### config.mk
export PLATFORM = sky130hd
export DESIGN_NAME = alt_ddrx_buffer_rdctl
export DESIGN_NICKNAME = d
export VERILOG_FILES = /design/src/rtl/alt_ddrx_buffer_rdctl.sv
export SDC_FILE = /design/constraint.sdc
export NUM_CORES = 1
export LEC_CHECK = 0
export CAP_MARGIN = 15
export CELL_PAD_IN_SITES_DETAIL_PLACEMENT = 0
export CELL_PAD_IN_SITES_GLOBAL_PLACEMENT = 1
export CORE_UTILIZATION = 30
export CTS_BUF_LIST = sky130_fd_sc_hd__clkbuf_16
export CTS_CLUSTER_DIAMETER = 30
export DETAILED_ROUTE_END_ITERATION = 16
export PLACE_DENSITY_LB_ADDON = 0.1
export SYNTH_ARGS = -nofsm -noshare
export SYNTH_HDL_FRONTEND = slang
export SYNTH_SLANG_ARGS = --single-unit
### constraint.sdc
create_clock -name ctl_clk -period 6.2 [get_ports ctl_clk]
set_input_delay 0.93 -clock ctl_clk [delete_from_list [all_inputs] [get_ports ctl_clk]]
set_output_delay 0.93 -clock ctl_clk [all_outputs]
set_load 0.02 [all_outputs]
### src/rtl/alt_ddrx_buffer_rdctl.sv
// Read-side controller for a write-ordered buffer RAM: issues RAM reads under credit and drains through a skid FIFO.
// Latency: write_valid to out_valid is RAM_READ_LATENCY+2 cycles minimum; one word per cycle sustained.
// Backpressure: out_ready low stalls the skid FIFO; issue credit stops new reads before the skid can overflow.
//
// Ports:
//   ctl_clk, ctl_reset          clock, asynchronous active-high reset
//   write_valid                 writer stored one word at its write pointer this cycle
//   read_address / read_data    RAM read port (data RAM_READ_LATENCY cycles after address)
//   out_valid/out_ready/out_data  drained words in write order, valid/ready handshake
//   word_count                  words written but not yet issued as RAM reads
//   buffer_full                 total occupancy equals buffer depth
//   err_overflow, err_underflow sticky consistency flags
//
// Optional feature: define ALT_DDRX_BUFFER_RDCTL_ERRCHK_EN to build the sticky error
// checkers; otherwise both error outputs are tied to 0.
module alt_ddrx_buffer_rdctl #(
    parameter int DATA_WIDTH       = 32,
    parameter int ADDR_WIDTH       = 4,
    parameter int RAM_READ_LATENCY = 2
) (
    input  logic                  ctl_clk,
    input  logic                  ctl_reset,
    input  logic                  write_valid,
    output logic [ADDR_WIDTH-1:0] read_address,
    input  logic [DATA_WIDTH-1:0] read_data,
    output logic                  out_valid,
    input  logic                  out_ready,
    output logic [DATA_WIDTH-1:0] out_data,
    output logic [ADDR_WIDTH:0]   word_count,
    output logic                  buffer_full,
    output logic                  err_overflow,
    output logic                  err_underflow
);

    localparam int LAT        = RAM_READ_LATENCY;
    localparam int SKID_DEPTH = LAT + 1;
    localparam int SW         = $clog2(SKID_DEPTH);
    localparam int CW         = $clog2(SKID_DEPTH + 1);

    localparam logic [ADDR_WIDTH:0]   DEPTH     = (ADDR_WIDTH+1)'(2**ADDR_WIDTH);
    localparam logic [ADDR_WIDTH:0]   CNT_ONE   = (ADDR_WIDTH+1)'(1);
    localparam logic [ADDR_WIDTH-1:0] PTR_ONE   = ADDR_WIDTH'(1);
    localparam logic [SW-1:0]         SKID_LAST = SW'(SKID_DEPTH - 1);
    localparam logic [SW-1:0]         SKID_ONE  = SW'(1);
    localparam logic [CW-1:0]         SCNT_ONE  = CW'(1);
    localparam logic [CW:0]           CREDITS   = (CW+1)'(SKID_DEPTH);

    logic [ADDR_WIDTH-1:0] rd_ptr_q;
    logic [ADDR_WIDTH:0]   word_cnt_q, word_cnt_d;
    logic [ADDR_WIDTH:0]   total_q, total_d;
    logic [LAT-1:0]        vld_pipe_q, vld_pipe_d;
    logic [DATA_WIDTH-1:0] skid_mem_q [SKID_DEPTH];
    logic [SW-1:0]         skid_wr_q, skid_rd_q;
    logic [CW-1:0]         skid_cnt_q, skid_cnt_d;

    logic          issue, push, pop;
    logic [CW-1:0] in_flight;
    logic [CW:0]   credit_used;

    assign pop  = (skid_cnt_q != '0) && out_ready;
    assign push = vld_pipe_q[LAT-1];

    always_comb begin
        in_flight = '0;
        for (int i = 0; i < LAT; i++) begin
            in_flight = in_flight + CW'(vld_pipe_q[i]);
        end
    end

    // The slot freed by this cycle's pop is returned as credit immediately; without
    // that the pipe plus one skid entry would exhaust the credits in steady state and
    // throughput would drop below one word per cycle. Pipe+skid never exceeds SKID_DEPTH.
    assign credit_used = (CW+1)'(in_flight) + (CW+1)'(skid_cnt_q) - (CW+1)'(pop);
    // word_cnt_q is a register, so a word written this cycle cannot be issued until next cycle.
    assign issue       = (word_cnt_q != '0) && (credit_used < CREDITS);
    assign vld_pipe_d  = (vld_pipe_q << 1) | LAT'(issue);

    always_comb begin
        word_cnt_d = word_cnt_q;
        case ({write_valid, issue})
            2'b10:   word_cnt_d = word_cnt_q + CNT_ONE;
            2'b01:   word_cnt_d = word_cnt_q - CNT_ONE;
            default: word_cnt_d = word_cnt_q;
        endcase
    end

    // Total occupancy only shrinks when the consumer takes a word.
    always_comb begin
        total_d = total_q;
        case ({write_valid, pop})
            2'b10:   total_d = total_q + CNT_ONE;
            2'b01:   total_d = total_q - CNT_ONE;
            default: total_d = total_q;
        endcase
    end

    always_comb begin
        skid_cnt_d = skid_cnt_q;
        case ({push, pop})
            2'b10:   skid_cnt_d = skid_cnt_q + SCNT_ONE;
            2'b01:   skid_cnt_d = skid_cnt_q - SCNT_ONE;
            default: skid_cnt_d = skid_cnt_q;
        endcase
    end

    always_ff @(posedge ctl_clk or posedge ctl_reset) begin
        if (ctl_reset) begin
            rd_ptr_q   <= '0;
            word_cnt_q <= '0;
            total_q    <= '0;
            vld_pipe_q <= '0;
            skid_wr_q  <= '0;
            skid_rd_q  <= '0;
            skid_cnt_q <= '0;
            for (int i = 0; i < SKID_DEPTH; i++) begin
                skid_mem_q[i] <= '0;
            end
        end else begin
            word_cnt_q <= word_cnt_d;
            total_q    <= total_d;
            vld_pipe_q <= vld_pipe_d;
            skid_cnt_q <= skid_cnt_d;
            if (issue) begin
                rd_ptr_q <= rd_ptr_q + PTR_ONE;
            end
            if (push) begin
                skid_mem_q[skid_wr_q] <= read_data;
                skid_wr_q <= (skid_wr_q == SKID_LAST) ? '0 : skid_wr_q + SKID_ONE;
            end
            if (pop) begin
                skid_rd_q <= (skid_rd_q == SKID_LAST) ? '0 : skid_rd_q + SKID_ONE;
            end
        end
    end

    assign read_address = rd_ptr_q;
    assign word_count   = word_cnt_q;
    assign out_valid    = (skid_cnt_q != '0);
    assign out_data     = skid_mem_q[skid_rd_q];
    assign buffer_full  = (total_q == DEPTH);

`ifdef ALT_DDRX_BUFFER_RDCTL_ERRCHK_EN
    logic err_ovf_q, err_udf_q;

    // Underflow: a pop while the occupancy counter reads zero means the counter and
    // the skid FIFO have lost agreement.
    always_ff @(posedge ctl_clk or posedge ctl_reset) begin
        if (ctl_reset) begin
            err_ovf_q <= 1'b0;
            err_udf_q <= 1'b0;
        end else begin
            if (write_valid && buffer_full) begin
                err_ovf_q <= 1'b1;
            end
            if (pop && (total_q == '0)) begin
                err_udf_q <= 1'b1;
            end
        end
    end

    assign err_overflow  = err_ovf_q;
    assign err_underflow = err_udf_q;
`else
    assign err_overflow  = 1'b0;
    assign err_underflow = 1'b0;
`endif

endmodule

==> results of run 1 <==
[final cells by class]
class	count	area share, %
multi-input cells	284	35.00
flip-flops and latches	118	40.81
inverters	18	0.9680
clock inverters	14	1.971
well taps	229	3.959
repair buffers	84	11.41
clock buffers	17	5.877
[sequential cells by signal, summed over array words and instances (netlist names)]
signal,count
skid_mem_q,96
total_q,5
word_count,5
read_address,4
skid_cnt_q,2
skid_rd_q,2
skid_wr_q,2
vld_pipe_q,2
[routing by layer]
metal / vias up / track usage (%)
met1: 1811 / 18.23
met3: 13 / 4.680
li1: 1698 / -
met2: 64 / 23.09
met5: - / 0
met4: 2 / 5.088
[layout by cell type, fill, tap and decap left out, types with 7 or more instances in the layout]
master / Yosys / final
dfrtp_1: 118 / 117
clkdlybuf4s50_1: 0 / 78
mux2_2: 68 / 68
nand2_1: 42 / 42
o21ai_0: 39 / 39
mux2i_1: 35 / 35
mux2_4: 30 / 30
inv_1: 17 / 17
clkbuf_16: 0 / 17
ha_1: 11 / 11
xnor2_1: 8 / 8
nor2_1: 7 / 7
[report_power, final]
| group | leakage, nW | internal [mW] | total (mW) | switching (mW) |
|---|---|---|---|---|
| Sequential | 1.38 | 1.18 | 1.42 | 0.233 |
| Combinational | 1.49 | 1.19 | 2.34 | 1.15 |
| Clock | 0.286 | 0.618 | 0.961 | 0.343 |
[cells by family (layout without fill, tap and decap cells)]
| group | Yosys count | after routing | share of synthesized area, % |
|---|---|---|---|
| buffers and inverters | 43 | 133 | 3.620 |
| other | 1 | 2 | 0.06616 |
| AOI/OAI and AO/OA | 54 | 54 | 5.475 |
| muxes | 133 | 133 | 27.64 |
| DFF | 118 | 118 | 52.10 |
| adders and majority gates | 15 | 15 | 3.841 |
| xor gates and xnor gates | 13 | 13 | 2.009 |
| and+or+nand+nor | 67 | 67 | 5.254 |
[worst max-delay path: stages]
cell	delay (ns)
clkdlybuf4s50_1	0.40
o21ai_0	0.16
inv_1	0.15
ha_1	0.36
fa_1	0.37
inv_1	0.08
fa_1	0.40
nor2b_1	0.14
a211oi_2	0.43
ha_1	0.38
inv_1	0.13
fa_1	0.41
nor2b_1	0.25
o211ai_1	0.14
o31ai_1	0.11
o221ai_1	0.17
[worst min-delay path by stage]
| stage | to | slack (ns) |
|---|---|---|
| finish | vld_pipe_q[1] | 0.39 |
| global route | vld_pipe_q[1] | 0.40 |
| CTS | vld_pipe_q[1] | 0.39 |
| detailed placement | vld_pipe_q[1] | 0.38 |
| global placement | vld_pipe_q[1] | 0.36 |
| floorplan | vld_pipe_q[1] | 0.35 |
[per-stage QoR]
step | std cells | hold WS (ns) | cell area, sq um | util (%) | power (mW)
2_1_floorplan | 445 | 0.3537 | 5672 | - | 2.983
3_3_place_gp | 733 | 0.3650 | 6670 | 36.63 | 3.752
3_5_place_dp | 733 | 0.3755 | 6670 | 36.63 | 3.801
4_1_cts | 764 | 0.3904 | 7238 | 39.75 | 4.793
5_1_grt | 764 | 0.4035 | 7238 | 39.75 | 5.049
6_report | 764 | 0.3908 | 7238 | 39.75 | 4.714
==> impl_metrics.yaml, run 1 <==
synthesis:
  dominantRegCellSynth: "dfrtp_1"
  ys_types: 38
  ys_warn_count: 0
  synth_most_common_cell: "dfrtp_1"
  synth_edf_count: 0
  synth.avg_cell_area_sq_um: 12.77
  synth_top_area_cell: "dfrtp_1"
  syn-cell-area_sq_um: 5668
  synthArstFlopShare_pct: 100.0
  yosysSeqAreaShare_pct: 52.10
  yosys-top-cells-count: "dfrtp_1 (118), mux2_2 (68), nand2_1 (42)"
  synth-seq-cells: 118
  synth_area_leaders: "dfrtp_1 (52%), mux2_2 (14%), mux2_4 (7.9%)"
  synth_cells: 444
  synth_top_area_share_pct: 52.10
worst_setup_path:
  r2r_cells: 15
  path_class: "in2reg"
  regToRegSetupSlack_ns: 1.78
  r2r_start: "skid_cnt_q[0]"
  end_kind: "flop"
  crit_fanout: 7
  startpoint: "out_ready"
  critPathLaunchType: "primary input"
  rr_endpoint: "word_count[4]"
  required_ns: 6.47
  worstSetupEndpoint: "word_count[4]"
  worstPathArrival_ns: 5.01
power:
  worst_ir_drop_vdd_v: 0.0003173
  powerDensity_nw_per_um2: 651.2
  power_leakage_nw: 3.158
placed_design:
  dp_hpwl_mm: 7.747
  gp_congestion: 0.7249
  pre_cts_slack_ns: 1.039
  io_buffers: 78
status:
  outcome: "completed"
worst_hold_path:
  hp-class: "reg2reg"
  hold_start: "vld_pipe_q[0]"
  worstHoldPathCells: 0
timing:
  rsz0062_at_grt: "no"
  setup_viol: 0
  min_period_over_period_pct: 76.40
  worst_pin_slew_ns: 0.9820
  relSlewSlack_pct: 34.39
  fin_crit_ns: 4.737
  final-hold-violation-count: 0
  finalSetupTns_ns: 0
  final_max_slew_viol_count: 0
  clock.fmax_ghz: 0.2111
  finalClockSkew_ns: 0.006821
  timing.final.ws_setup_ns: 1.463
drt:
  top_layer_used: "met5"
  drtIter0Drc: 91
  wl_per_cell_microns: 17.04
  detail-route-antenna-nets: 0
  routed_wl_mm: 13.02
  wl_met1_mm: 6.113
  drtPass1Iterations: 4
  drc_errors: 0
  wl_met2_mm: 6.183
  routed_via_density: 4.696
  wl_met3_microns: 571
  vias: 3588
clock_network:
  clk-insertion-delay-late_ns: 0.40
  root_buffer: "clkbuf_16"
  cts_made_buffers: 17
  htreeDepth: 4
  cts_buffer_depth: 2
  cts_resized: 0
  cts_num_sinks: 118
  ctsHoldBuffers: 0
  cts_tree: "built"
  post_cts_buffers: 0
  clk_pin_slew_worst_paths_ns: 0.05
floorplan:
  core_area_sq_um: 18210
  die_h_microns: 139.5
  core.rowCount: 49
  die-area_sq_um: 19450
  io_pins: 81
  start_util_pct: 31.13
  die_w_microns: 139.5
grt:
  grt_max_degree: 66
  overflow: 0
  track_usage_pct: 14.43
  antenna_found_initial: 1
  grt_pass1_wl_mm: 21.30
  grt_pass1_vias: 3906
final_layout:
  area_growth_syn_to_layout_pct: 27.70
  regArea_sq_um: 2954
  multi_input_area_sq_um: 2534
  diodes: 0
  layout.nets: 574
  layout-drive-gt1-share_pct: 26.36
  fillers: 1749
job:
  max_cap_viol_count: 0
Note: power is estimated with default switching activity, not from simulation.
==> run 2: changes to the inputs <==
==> constraint.sdc (replaced) <==
create_clock -name ctl_clk -period 4.05 [get_ports ctl_clk]
set_input_delay 0.6075 -clock ctl_clk [delete_from_list [all_inputs] [get_ports ctl_clk]]
set_output_delay 0.6075 -clock ctl_clk [all_outputs]
set_load 0.02 [all_outputs]
==> run 2 against run 1 <==
Against the previous run:
- first-iteration DRC count increased by 26%
- global-route usage increased by 0.43 points
- critical endpoint unchanged
- via count is 3.0% higher
- critical path depth did not move
- critical path type unchanged
- clock power increased by 38%
==> impl_metrics.yaml, run 2 (synthesis gave the netlist of run 1 again) <==
status:
  outcome: "completed"
floorplan:
  die_w_microns: 139.5
  core_area_sq_um: 18210
  io_pins: 81
  die-area_sq_um: 19450
  die_h_microns: 139.5
  core.rowCount: 49
  start_util_pct: 31.13
drt:
  drtIter0Drc: 115
  routed_via_density: 4.748
  drc_errors: 0
  wl_per_cell_microns: 17.00
  routed_wl_mm: 13.23
  detail-route-antenna-nets: 0
  vias: 3694
  drtPass1Iterations: 4
placed_design:
  gp_congestion: 0.7552
  place_area_sq_um: 6768
  pre_cts_slack_ns: -0.2416
  dp_hpwl_mm: 8.220
  io_buffers: 78
final_layout:
  final_cell_mix: "dfrtp_1 (117), clkdlybuf4s50_1 (78), mux2_2 (68)"
  regMostFlops: "skid_mem_q"
  diodes: 0
  finish.instance_area_sq_um: 7279
  largest_reg_flops: 96
  area_growth_syn_to_layout_pct: 28.43
  layout.nets: 587
  layout-drive-gt1-share_pct: 26.78
  fin_util_pct: 39.98
  layout_commonest_cell: "dfrtp_1"
grt:
  busiest_layer: "met2"
  overflow: 0
  use_met2_pct: 25.13
  met1_usage_pct: 17.74
  use_met3_pct: 4.680
  track_usage_pct: 14.86
  grt_pass1_wl_mm: 21.84
  antenna_found_initial: 0
  grt_max_degree: 77
  grt_pass1_vias: 4083
clock_network:
  cts_buffer_depth: 2
  htreeDepth: 4
  clk-insertion-delay-late_ns: 0.41
  clk_pin_slew_worst_paths_ns: 0.05
  root_buffer: "clkbuf_16"
  post_cts_buffers: 0
  cts_tree: "built"
  cts_num_sinks: 118
  cts_made_buffers: 17
  cts_resized: 0
  ctsHoldBuffers: 0
timing:
  min_period_over_period_pct: 93.19
  timing.final.ws_setup_ns: 0.2758
  fin_crit_ns: 3.774
  finalClockSkew_ns: 0.006745
  rsz0062_at_grt: "no"
  final_max_slew_viol_count: 0
  clock.fmax_ghz: 0.2650
  final-hold-violation-count: 0
  setup_viol: 0
  finalHoldWorstSlack_ns: 0.3875
  relSlewSlack_pct: 28.93
  worst_pin_slew_ns: 1.065
power:
  power_leakage_nw: 3.212
  p_seq_share_pct: 29.9
  power_mw: 7.258
  switching_share_pct: 36.84
  internal-power_mw: 4.584
  worst_ir_drop_vdd_v: 0.0005559
  p_clk_share_pct: 18.3
  powerDensity_nw_per_um2: 997.1
  p_switching_mw: 2.674
  pwr-share-comb_pct: 51.9
worst_setup_path:
  critPathTopFamily: "adder cells"
  crit_fanout: 4
  crit_chain: "clkdlybuf4s50_1 -> o21ai_1 -> inv_1 -> ha_1 -> fa_1 -> inv_1 -> fa_1 -> nor2b_1 -> a211oi_2 -> ha_1 -> inv_1 -> fa_1 -> nor2b_2 -> o22ai_1 -> nand3_1 -> o221ai_1"
  end_kind: "flop"
  regToRegSetupSlack_ns: 0.37
  required_ns: 4.32
  worstPathArrival_ns: 4.04
  critPathLaunchType: "primary input"
  slowest_delay_ns: 0.40
  slowest_stage: "clkdlybuf4s50_1"
  path_class: "in2reg"
  critPathBufInv: 4
job:
  max_cap_viol_count: 0
worst_hold_path:
  hp-class: "reg2reg"
## run 2: metrics by stage
stage,setup TNS [ns],cells
after detailed placement,-0.3153,746
after global routing,0,778
final,0,778
after floorplan,0,445
after global placement,-0.08696,746
after CTS,0,778
## run 2: path summary, 6_finish.rpt
check | cells past startpoint | from | end
max | 16 | out_ready | word_count[4]
min | 0 | vld_pipe_q[0] | vld_pipe_q[1]
max reg2reg | 15 | skid_cnt_q[0] | word_count[4]
min reg2reg | 0 | vld_pipe_q[0] | vld_pipe_q[1]
max in group asynchronous | 3 | ctl_reset | skid_mem_q[40]
min in group asynchronous | 2 | ctl_reset | skid_mem_q[86]
## run 2: metal layers
metal	share of wire [%]	up-vias
li1	-	1725
met1	46	1895
met5	0	-
met2	49	66
met3	4.1	8
met4	1.0	0
## run 2: power groups by stage
stage	clock network, mW	registers, mW	logic (mW)
5_1_grt	1.43	2.25	4.11
3_3_place_gp	0	2.16	3.76
4_1_cts	1.36	2.17	3.83
6_report	1.33	2.17	3.76
3_5_place_dp	0	2.18	3.82
2_1_floorplan	0	2.14	2.43
## run 2: layout make-up
class | instances | area, sq um
clock buffer | 17 | 425.4
clock inverter | 15 | 83.83
fill | 1743 | 10930
inverter | 18 | 70.07
multi-input combinational | 284 | 2536
sequential | 118 | 2954
tap | 229 | 286.5
timing repair buffer | 97 | 923.4
## run 2: worst reg2reg max path: cells and delay by family, from the launching register on
family          cells  cell delay (ns)
compound gates      4             0.68
fa+ha+maj           5             1.75
buf+inv             3             0.26
simple gates        3             0.42
flops               1             0.42
